[config.mk]
export PLATFORM = sky130hd
export DESIGN_NAME = pc_unit_flat
export DESIGN_NICKNAME = d
export VERILOG_FILES = /design/src/rtl/cpu_defs.sv /design/src/rtl/pc_unit_if.sv /design/src/rtl/pc_addr_check.sv /design/src/rtl/pc_unit.sv /design/src/flat_wrapper.sv
export SDC_FILE = /design/constraint.sdc
export NUM_CORES = 1
export LEC_CHECK = 0
export ABC_AREA = 0
export ABC_CLOCK_PERIOD_IN_PS = 2200
export CAP_MARGIN = 20
export CORE_ASPECT_RATIO = 1.1
export CORE_UTILIZATION = 46
export CTS_BUF_LIST = sky130_fd_sc_hd__clkbuf_2 sky130_fd_sc_hd__clkbuf_4 sky130_fd_sc_hd__clkbuf_8
export DETAILED_ROUTE_END_ITERATION = 8
export GPL_TIMING_DRIVEN = 0
export MAX_ROUTING_LAYER = met4
export PLACE_DENSITY = 0.8
export SETUP_SLACK_MARGIN = 0.2
export SYNTH_ARGS = -nofsm -noshare
export SYNTH_HDL_FRONTEND = slang
export SYNTH_SLANG_ARGS = --single-unit
[constraint.sdc]
create_clock -name clk -period 2.2 [get_ports clk]
set_input_delay 0.44 -clock clk [delete_from_list [all_inputs] [get_ports clk]]
set_output_delay 0.44 -clock clk [all_outputs]
set_load 0.01 [all_outputs]
[src/rtl/cpu_defs.sv]
// Shared CPU definitions: fetch-unit parameter defaults and the next-PC source encoding.
package cpu_defs;

  localparam logic [31:0] RESET_VEC_DEF  = 32'h0000_3000;
  localparam logic [31:0] EXC_VEC_DEF    = 32'h0000_4180;
  localparam logic [31:0] IMEM_BASE_DEF  = 32'h0000_3000;
  localparam logic [31:0] IMEM_BYTES_DEF = 32'h0000_4000;
  localparam logic [31:0] INC_DEF        = 32'd4;

  typedef enum logic [2:0] {
    RST,
    EXC,
    ERET,
    HOLD,
    REDIR,
    PEND,
    SEQ
  } pc_src_e;

endpackage

[src/rtl/pc_unit_if.sv]
// Fetch-control bundle between the hazard/D-stage/CP0 side and the PC unit.
interface pc_unit_if #(
  parameter int unsigned ADDR_W = 32
);

  logic              stall;
  logic              redir_valid;
  logic [ADDR_W-1:0] redir_target;
  logic              exc_req;
  logic              eret_req;
  logic [ADDR_W-1:0] epc;
  logic [ADDR_W-1:0] pc;
  logic [ADDR_W-1:0] pc_plus;
  logic              adel;
  logic              pend_valid;

  modport master (
    output stall, redir_valid, redir_target, exc_req, eret_req, epc,
    input  pc, pc_plus, adel, pend_valid
  );

  modport slave (
    input  stall, redir_valid, redir_target, exc_req, eret_req, epc,
    output pc, pc_plus, adel, pend_valid
  );

endinterface

[src/rtl/pc_addr_check.sv]
// Combinational AdEL checker: word alignment plus legal-window bounds.
// Shared with the M-stage load/store address check.
module pc_addr_check
  import cpu_defs::*;
#(
  parameter int unsigned        ADDR_W = 32,
  parameter logic [ADDR_W-1:0]  BASE   = ADDR_W'(IMEM_BASE_DEF),
  parameter logic [ADDR_W-1:0]  BYTES  = ADDR_W'(IMEM_BYTES_DEF)
) (
  input  logic [ADDR_W-1:0] addr,
  output logic              adel
);

  // One extra bit so BASE + BYTES cannot wrap at the top of the address space.
  logic [ADDR_W:0] lo;
  logic [ADDR_W:0] hi;
  logic [ADDR_W:0] addr_ext;

  assign lo       = {1'b0, BASE};
  assign hi       = lo + {1'b0, BYTES};
  assign addr_ext = {1'b0, addr};

  assign adel = (addr[1:0] != 2'b00) || (addr_ext < lo) || (addr_ext >= hi);

endmodule

[src/rtl/pc_unit.sv]
// Fetch-stage program counter with next-PC selection and a one-entry
// pending-redirect buffer for redirects that arrive while stalled.
//   src   | meaning
//   RST   | load RESET_VEC, drop pending redirect
//   EXC   | exception entry, ignores stall
//   ERET  | return to epc, ignores stall
//   HOLD  | stalled; capture/overwrite redirect into buffer
//   REDIR | live redirect, beats buffered one
//   PEND  | replay buffered redirect
//   SEQ   | pc + INC
module pc_unit
  import cpu_defs::*;
#(
  parameter int unsigned       ADDR_W     = 32,
  parameter logic [ADDR_W-1:0] RESET_VEC  = ADDR_W'(RESET_VEC_DEF),
  parameter logic [ADDR_W-1:0] EXC_VEC    = ADDR_W'(EXC_VEC_DEF),
  parameter logic [ADDR_W-1:0] IMEM_BASE  = ADDR_W'(IMEM_BASE_DEF),
  parameter logic [ADDR_W-1:0] IMEM_BYTES = ADDR_W'(IMEM_BYTES_DEF),
  parameter logic [ADDR_W-1:0] INC        = ADDR_W'(INC_DEF)
) (
  input  logic        clk,
  input  logic        reset,
  pc_unit_if.slave    bus
);

  pc_src_e           src;
  logic [ADDR_W-1:0] pc_q;
  logic [ADDR_W-1:0] pc_nxt;
  logic [ADDR_W-1:0] pc_inc;
  logic              pend_valid_q;
  logic              pend_valid_nxt;
  logic [ADDR_W-1:0] pend_target_q;
  logic [ADDR_W-1:0] pend_target_nxt;
  logic              adel_w;

  assign pc_inc = pc_q + INC;

  always_comb begin
    src = SEQ;
    if (reset)                  src = RST;
    else if (bus.exc_req)       src = EXC;
    else if (bus.eret_req)      src = ERET;
    else if (bus.stall)         src = HOLD;
    else if (bus.redir_valid)   src = REDIR;
    else if (pend_valid_q)      src = PEND;

    pc_nxt          = pc_inc;
    pend_valid_nxt  = pend_valid_q;
    pend_target_nxt = pend_target_q;

    case (src)
      RST: begin
        pc_nxt          = RESET_VEC;
        pend_valid_nxt  = 1'b0;
        pend_target_nxt = '0;
      end
      EXC: begin
        pc_nxt         = EXC_VEC;
        pend_valid_nxt = 1'b0;
      end
      ERET: begin
        pc_nxt         = bus.epc;
        pend_valid_nxt = 1'b0;
      end
      HOLD: begin
        pc_nxt = pc_q;
        if (bus.redir_valid) begin
          pend_valid_nxt  = 1'b1;
          pend_target_nxt = bus.redir_target;
        end
      end
      REDIR: begin
        pc_nxt         = bus.redir_target;
        pend_valid_nxt = 1'b0;
      end
      PEND: begin
        pc_nxt         = pend_target_q;
        pend_valid_nxt = 1'b0;
      end
      default: ;
    endcase
  end

  always_ff @(posedge clk) begin
    pc_q          <= pc_nxt;
    pend_valid_q  <= pend_valid_nxt;
    pend_target_q <= pend_target_nxt;
  end

  pc_addr_check #(
    .ADDR_W (ADDR_W),
    .BASE   (IMEM_BASE),
    .BYTES  (IMEM_BYTES)
  ) u_addr_check (
    .addr (pc_q),
    .adel (adel_w)
  );

  assign bus.pc         = pc_q;
  assign bus.pc_plus    = pc_inc;
  assign bus.adel       = adel_w;
  assign bus.pend_valid = pend_valid_q;

endmodule

[src/flat_wrapper.sv]
// flat-port wrapper written by rule: the top's interface ports become plain ports
module pc_unit_flat import cpu_defs::*;
#(
  parameter int unsigned       ADDR_W     = 32,
  parameter logic [ADDR_W-1:0] RESET_VEC  = ADDR_W'(RESET_VEC_DEF),
  parameter logic [ADDR_W-1:0] EXC_VEC    = ADDR_W'(EXC_VEC_DEF),
  parameter logic [ADDR_W-1:0] IMEM_BASE  = ADDR_W'(IMEM_BASE_DEF),
  parameter logic [ADDR_W-1:0] IMEM_BYTES = ADDR_W'(IMEM_BYTES_DEF),
  parameter logic [ADDR_W-1:0] INC        = ADDR_W'(INC_DEF)
)
  (clk, reset, bus_stall, bus_redir_valid, bus_redir_target, bus_exc_req, bus_eret_req, bus_epc, bus_pc, bus_pc_plus, bus_adel, bus_pend_valid);
  pc_unit_if #(.ADDR_W(ADDR_W)) bus_i ();
  input  logic clk;
  input  logic reset;
  input wire logic [$bits(bus_i.stall)-1:0] bus_stall;
  input wire logic [$bits(bus_i.redir_valid)-1:0] bus_redir_valid;
  input wire logic [$bits(bus_i.redir_target)-1:0] bus_redir_target;
  input wire logic [$bits(bus_i.exc_req)-1:0] bus_exc_req;
  input wire logic [$bits(bus_i.eret_req)-1:0] bus_eret_req;
  input wire logic [$bits(bus_i.epc)-1:0] bus_epc;
  output wire logic [$bits(bus_i.pc)-1:0] bus_pc;
  output wire logic [$bits(bus_i.pc_plus)-1:0] bus_pc_plus;
  output wire logic [$bits(bus_i.adel)-1:0] bus_adel;
  output wire logic [$bits(bus_i.pend_valid)-1:0] bus_pend_valid;
  assign bus_i.stall = bus_stall;
  assign bus_i.redir_valid = bus_redir_valid;
  assign bus_i.redir_target = bus_redir_target;
  assign bus_i.exc_req = bus_exc_req;
  assign bus_i.eret_req = bus_eret_req;
  assign bus_i.epc = bus_epc;
  assign bus_pc = bus_i.pc;
  assign bus_pc_plus = bus_i.pc_plus;
  assign bus_adel = bus_i.adel;
  assign bus_pend_valid = bus_i.pend_valid;
  pc_unit #(.ADDR_W(ADDR_W), .RESET_VEC(RESET_VEC), .EXC_VEC(EXC_VEC), .IMEM_BASE(IMEM_BASE), .IMEM_BYTES(IMEM_BYTES), .INC(INC)) u_core (.clk(clk), .reset(reset), .bus(bus_i));
endmodule
; After elaboration in Yosys (flattened, before gate mapping)
; Index checks and enable logic that the tools add are counted.
[op_classes]
add_sub_neg = 1
n_lt_le_gt_ge = 2
n_eq_ne = 6
muxes = 11
n_reduce_logical = 9
[op_table]
columns = op, n
row1 = 32-bit case mux with 6 select lines, 1
row2 = 32-bit case mux with 2 select lines, 1
row3 = 32-bit by 3-bit adder with 32-bit output (second input constant), 1
row4 = 32-bit by 15-bit >= comparator with 1-bit output (second input constant), 1
row5 = 32-bit by 14-bit less-than comparator with 1-bit output (second input constant), 1
row6 = 32-bit 2-to-1 mux, 1
row7 = 3-bit 2-to-1 mux, 5
row8 = 3-bit by 2-bit equality test with 1-bit output (second input constant), 2
row9 = 3-bit equality test (second input constant), 2
row10 = 2-bit nonzero test, 3
row11 = 5-bit OR reduction, 1
row12 = 2-bit AND reduction, 2
row13 = 3-bit by 1-bit equality test with 1-bit output (second input constant), 1
row14 = 3-bit zero test, 1
row15 = 1-bit logical OR, 2
row16 = 2-bit 2-to-1 mux, 1
row17 = 2-bit != test (second input constant), 1
row18 = 1-bit case mux with 2 select lines, 1
row19 = 1-bit 2-to-1 mux, 1
[totals]
regBits = 65
inputBits = 70
output_inout_bits = 66
wordCells = 32

; Depth between registers and ports, before layout
[depth]
word_depth = 10
mapped_depth = 7

; By module
; A second synthesis with hierarchy kept.
[unflattened]
cells_unflattened = 309
hier_area_um2 = 3673.5
[modules_own_cells]
columns = mod, n_inst, cells_per_inst, area_each_um2, seq_area_each_um2
row1 = pc_unit, 1, 300, 3618.5, 1951.9
row2 = pc_addr_check, 1, 9, 55.1, 0.0

; Least setup slack after synthesis
; No wires, ideal clock.
[synth_path]
path_kind = register -> output
startpoint = reg u_core.pc_q[2] (netlist: u_core.bus.pc[2])
endpoint = out bus_pc_plus[30]
arrival_time_ps = 1808
slack_ps = -48
path_stages_with_launch = 7
cell_sequence = edfxtp_1 > ha_1 > nand2_1 > or4_4 > buf_6 > nor3_2 > xor2_1
[synth_via]
elab_chain_cells = 1
[synth_rtl]
columns = item, line_no
row1 = "start, declared", pc_unit.sv:27  ; logic [ADDR_W-1:0] pc_q;
row2 = "start signal, assigned", pc_unit.sv:85  ; pc_q <= pc_nxt;
row3 = 32-bit by 3-bit adder with 32-bit output, pc_unit.sv:36  ; assign pc_inc = pc_q + INC;
row4 = "end, declared", flat_wrapper.sv:22  ; output wire logic [$bits(bus_i.pc_plus)-1:0] bus_pc_plus;
; No other way between the ends.

; Final worst setup path
[layout_path]
startpoint = reg u_core.pc_q[2] (netlist: u_core.bus.pc[2])
endpoint = out bus_pc_plus[14]
; The elaborated chain is that of the path after synthesis.

==> impl_metrics.toml <==
[outcome]
status = "finished with violations"
violations = "setup timing"

[drt]
via_per_inst = 6.59
wl_um = 17000
ant_nets = 0
drt_pass1_iterations = 6
remaining_drc_errors = 0
drt_iter0_drc = 610
dr_total_vias = 4370
detail_route.wl_per_cell_um = 25.6

[floorplan]
initial_core_util = 0.486
fp.dieW_um = 87.5
coreArea_sq_um = 7600
dieArea_sq_um = 8390
die_h_um = 96.0
ioPinCount = 136
row_count = 33

[clocking]
clockBufferDepth = 2
cts_tree = "done"
clk_latency_ns = 0.36
cts_sinks = 65
numCtsBuffers = 9
htreeDepth = 3
cts-root-buf = "clkbuf_8"
clk_pin_slew_ns = 0.07

[pwr]
p_leak_uw = 0.00291
cellPowerDensity_nw_per_um2 = 505
ir_drop_uv = 425
p_total_uw = 3280

[synthesis]
syn_nets = 398
synth_edf_count = 65
ys_ff_latch = 65
ys.flop_type = "edfxtp_1"
synth_warnings = 0
ys_types = 47
netlist_instances = 326
async_flop_share = 0
syn_avg_cell_area_sq_um = 11.3
syn-cell-area_sq_um = 3690
ys_seq_area_frac = 0.528

[worst_setup_path]
critPathKind = "reg -> out"
r2r-end = "u_core.bus.pc[26]$_DFFE_PN_"
required_ns = 1.76
worstSetupStartpointType = "flip-flop"
reg2regPathDepth = 9
crit_arrival_ns = 2.27
endpoint_kind = "output pin"
reg2reg_from = "u_core.bus.pc[2]$_DFFE_PN_"
reg2reg_slack_ns = -0.22
critPathMaxFanout = 5

[placement]
placed_cell_area_sq_um = 5190
routabilityCongestion = 0.936
dp_hpwl_um = 8730
port_buffers = 135
pre_cts_slack_ns = -0.909

[timing]
slew_viol_final = 0
fmax_ghz = 0.369
grt_setup_unrepaired = "yes"
min_period_ns = 2.71
finalSetupTns_ns = -9.19
relSlewSlack = 0.525
setup_viol = 32
setup_slack_ns = -0.507
fin_skew_ns = 0.0140
worstMarginPinSlew_ns = 0.712
finalHoldViolCount = 0
fin_crit_sh = 1.23

[finish]
drive_gt1_frac = 0.385
area_delta_synth_final_pct = 75.7
final_cell_area_sq_um = 6490
layout.nets = 626
diodes = 0
fillers = 373
final_util = 0.854

[global_route]
grt_pass1_vias = 4106
grt_pass1_wl_um = 22300
antenna_found_initial = 0
grt_usage = 0.383
grt_overflow = 0
grt_max_degree = 33

[worst_hold_path]
hold_end = "u_core.bus.pc[0]$_DFFE_PP_"
hold_path_class = "reg -> reg"
hold_depth = 2
min_from = "u_core.pend_target_q[0]$_SDFFCE_PN0P_"

[flow_run]
maxCapViolCount = 0
[cells in the final DEF (no fill, tap or decap), drive strengths merged, types with 4 or more instances in the layout]
cell / count
nand2: 28
xor2: 12
clkdlybuf4s50: 97
nand3: 15
a31oi: 4
a21oi: 7
and3: 37
a22o: 14
a2bb2oi: 4
a221o: 15
nor3: 6
dlymetal6s2s: 4
nor2: 15
edfxtp: 65
a221oi: 8
clkinv: 5
nand4: 8
clkdlybuf4s15: 5
buf: 116
a22oi: 7
nor4: 7
inv: 8
xnor2: 17
clkbuf: 27
[registers in the layout, summed over array words and instances, names as in the netlist]
| name | cells |
|---|---|
| u_core.bus.pc | 32 |
| u_core.bus.pend_valid | 1 |
| u_core.pend_target_q | 32 |
[worst max-delay path, stage by stage (launching register included)]
cell	delay, ns
edfxtp_1	0.47
ha_4	0.20
nand2_2	0.06
or4_4	0.50
buf_12	0.17
nor2_4	0.13
xor2_2	0.18
buf_2	0.18
[per-layer routing]
| metal | vias to the layer above | track usage | share of wire |
|---|---|---|---|
| li1 | 1735 | - | - |
| met1 | 2062 | 0.437 | 0.34 |
| met2 | 451 | 0.601 | 0.47 |
| met3 | 122 | 0.0798 | 0.12 |
| met4 | 0 | 0.276 | 0.068 |
| met5 | - | - | 0 |
[logic make-up (layout without fill, tap and decap cells)]
family,after synthesis,in the layout,synth area share
simple gates,128,128,0.199
compound gates,69,69,0.154
buf+inv,32,264,0.0386
flops,65,65,0.528
fa+ha+maj,2,2,0.00677
mux,1,1,0.00271
xor+xnor,29,29,0.0708
[metrics by stage]
step / cells / hold WS [ns]
finish: 663 / 0.590
detailed placement: 566 / 0.531
CTS: 642 / 0.548
floorplan: 326 / 0.515
global route: 663 / 0.618
global placement: 566 / 0.524
[worst max path at each step]
stage,from,to,slack [ns]
global placement,reset,u_core.bus.pc[21]$_DFFE_PN_,-0.87
CTS,u_core.bus.pc[2]$_DFFE_PN_,bus_pc_plus[30],-0.38
floorplan,u_core.bus.pc[2]$_DFFE_PN_,bus_pc_plus[30],0.005
global route,u_core.bus.pc[2]$_DFFE_PN_,bus_pc_plus[14],-0.56
detailed placement,reset,u_core.bus.pc[16]$_DFFE_PN_,-0.91
finish,u_core.bus.pc[2]$_DFFE_PN_,bus_pc_plus[14],-0.51
[what timing repair did]
item / in CTS / in global routing
endpoints found under the setup margin: 137 / 68
buffers inserted: 61 / 21
cloned: 0 / 0
hold endpoints to repair: 0 / 0
gates resized for setup: 194 / 70
pin swaps: 31 / 28
hold buffers: 0 / 0
[area by class of cell]
| type | count | area [sq um] | share of cell area |
|---|---|---|---|
| Tap cell | 105 | 131 | 0.0202 |
| Sequential cell | 65 | 1950 | 0.301 |
| Multi-Input combinational cell | 229 | 2120 | 0.327 |
| Inverter | 8 | 32.5 | 0.00501 |
| Buffer | 24 | 161 | 0.0249 |
| Clock inverter | 5 | 23.8 | 0.00366 |
| Timing Repair Buffer | 217 | 1940 | 0.298 |
| Clock buffer | 10 | 131 | 0.0202 |
[cell usage after synthesis, drive strengths merged (2+ instances only)]
library cell,number,area (sq um)
a21oi,7,35.0
a221o,15,150
a221oi,8,70.1
a222oi,2,20.0
a22o,14,123
a22oi,7,52.6
a2bb2oi,4,35.0
a31oi,4,25.0
and2,2,12.5
and3,37,231
and4,3,26.3
buf,9,56.3
clkbuf,15,56.3
edfxtp,65,1950
ha,2,25.0
inv,8,30.0
nand2,28,105
nand3,15,80.1
nand4,8,56.3
nor2,15,56.3
nor3,6,56.3
nor3b,2,15.0
nor4,7,50.1
o21a,2,15.0
xnor2,17,149
xor2,12,113
[power by group]
group	leakage (uW)	internal, uW	switching [uW]	total, uW
clock network	0.0000865	403	480	883
logic	0.00213	450	401	851
registers	0.000689	1460	81.8	1540
Power figures use the tool's default switching activity.
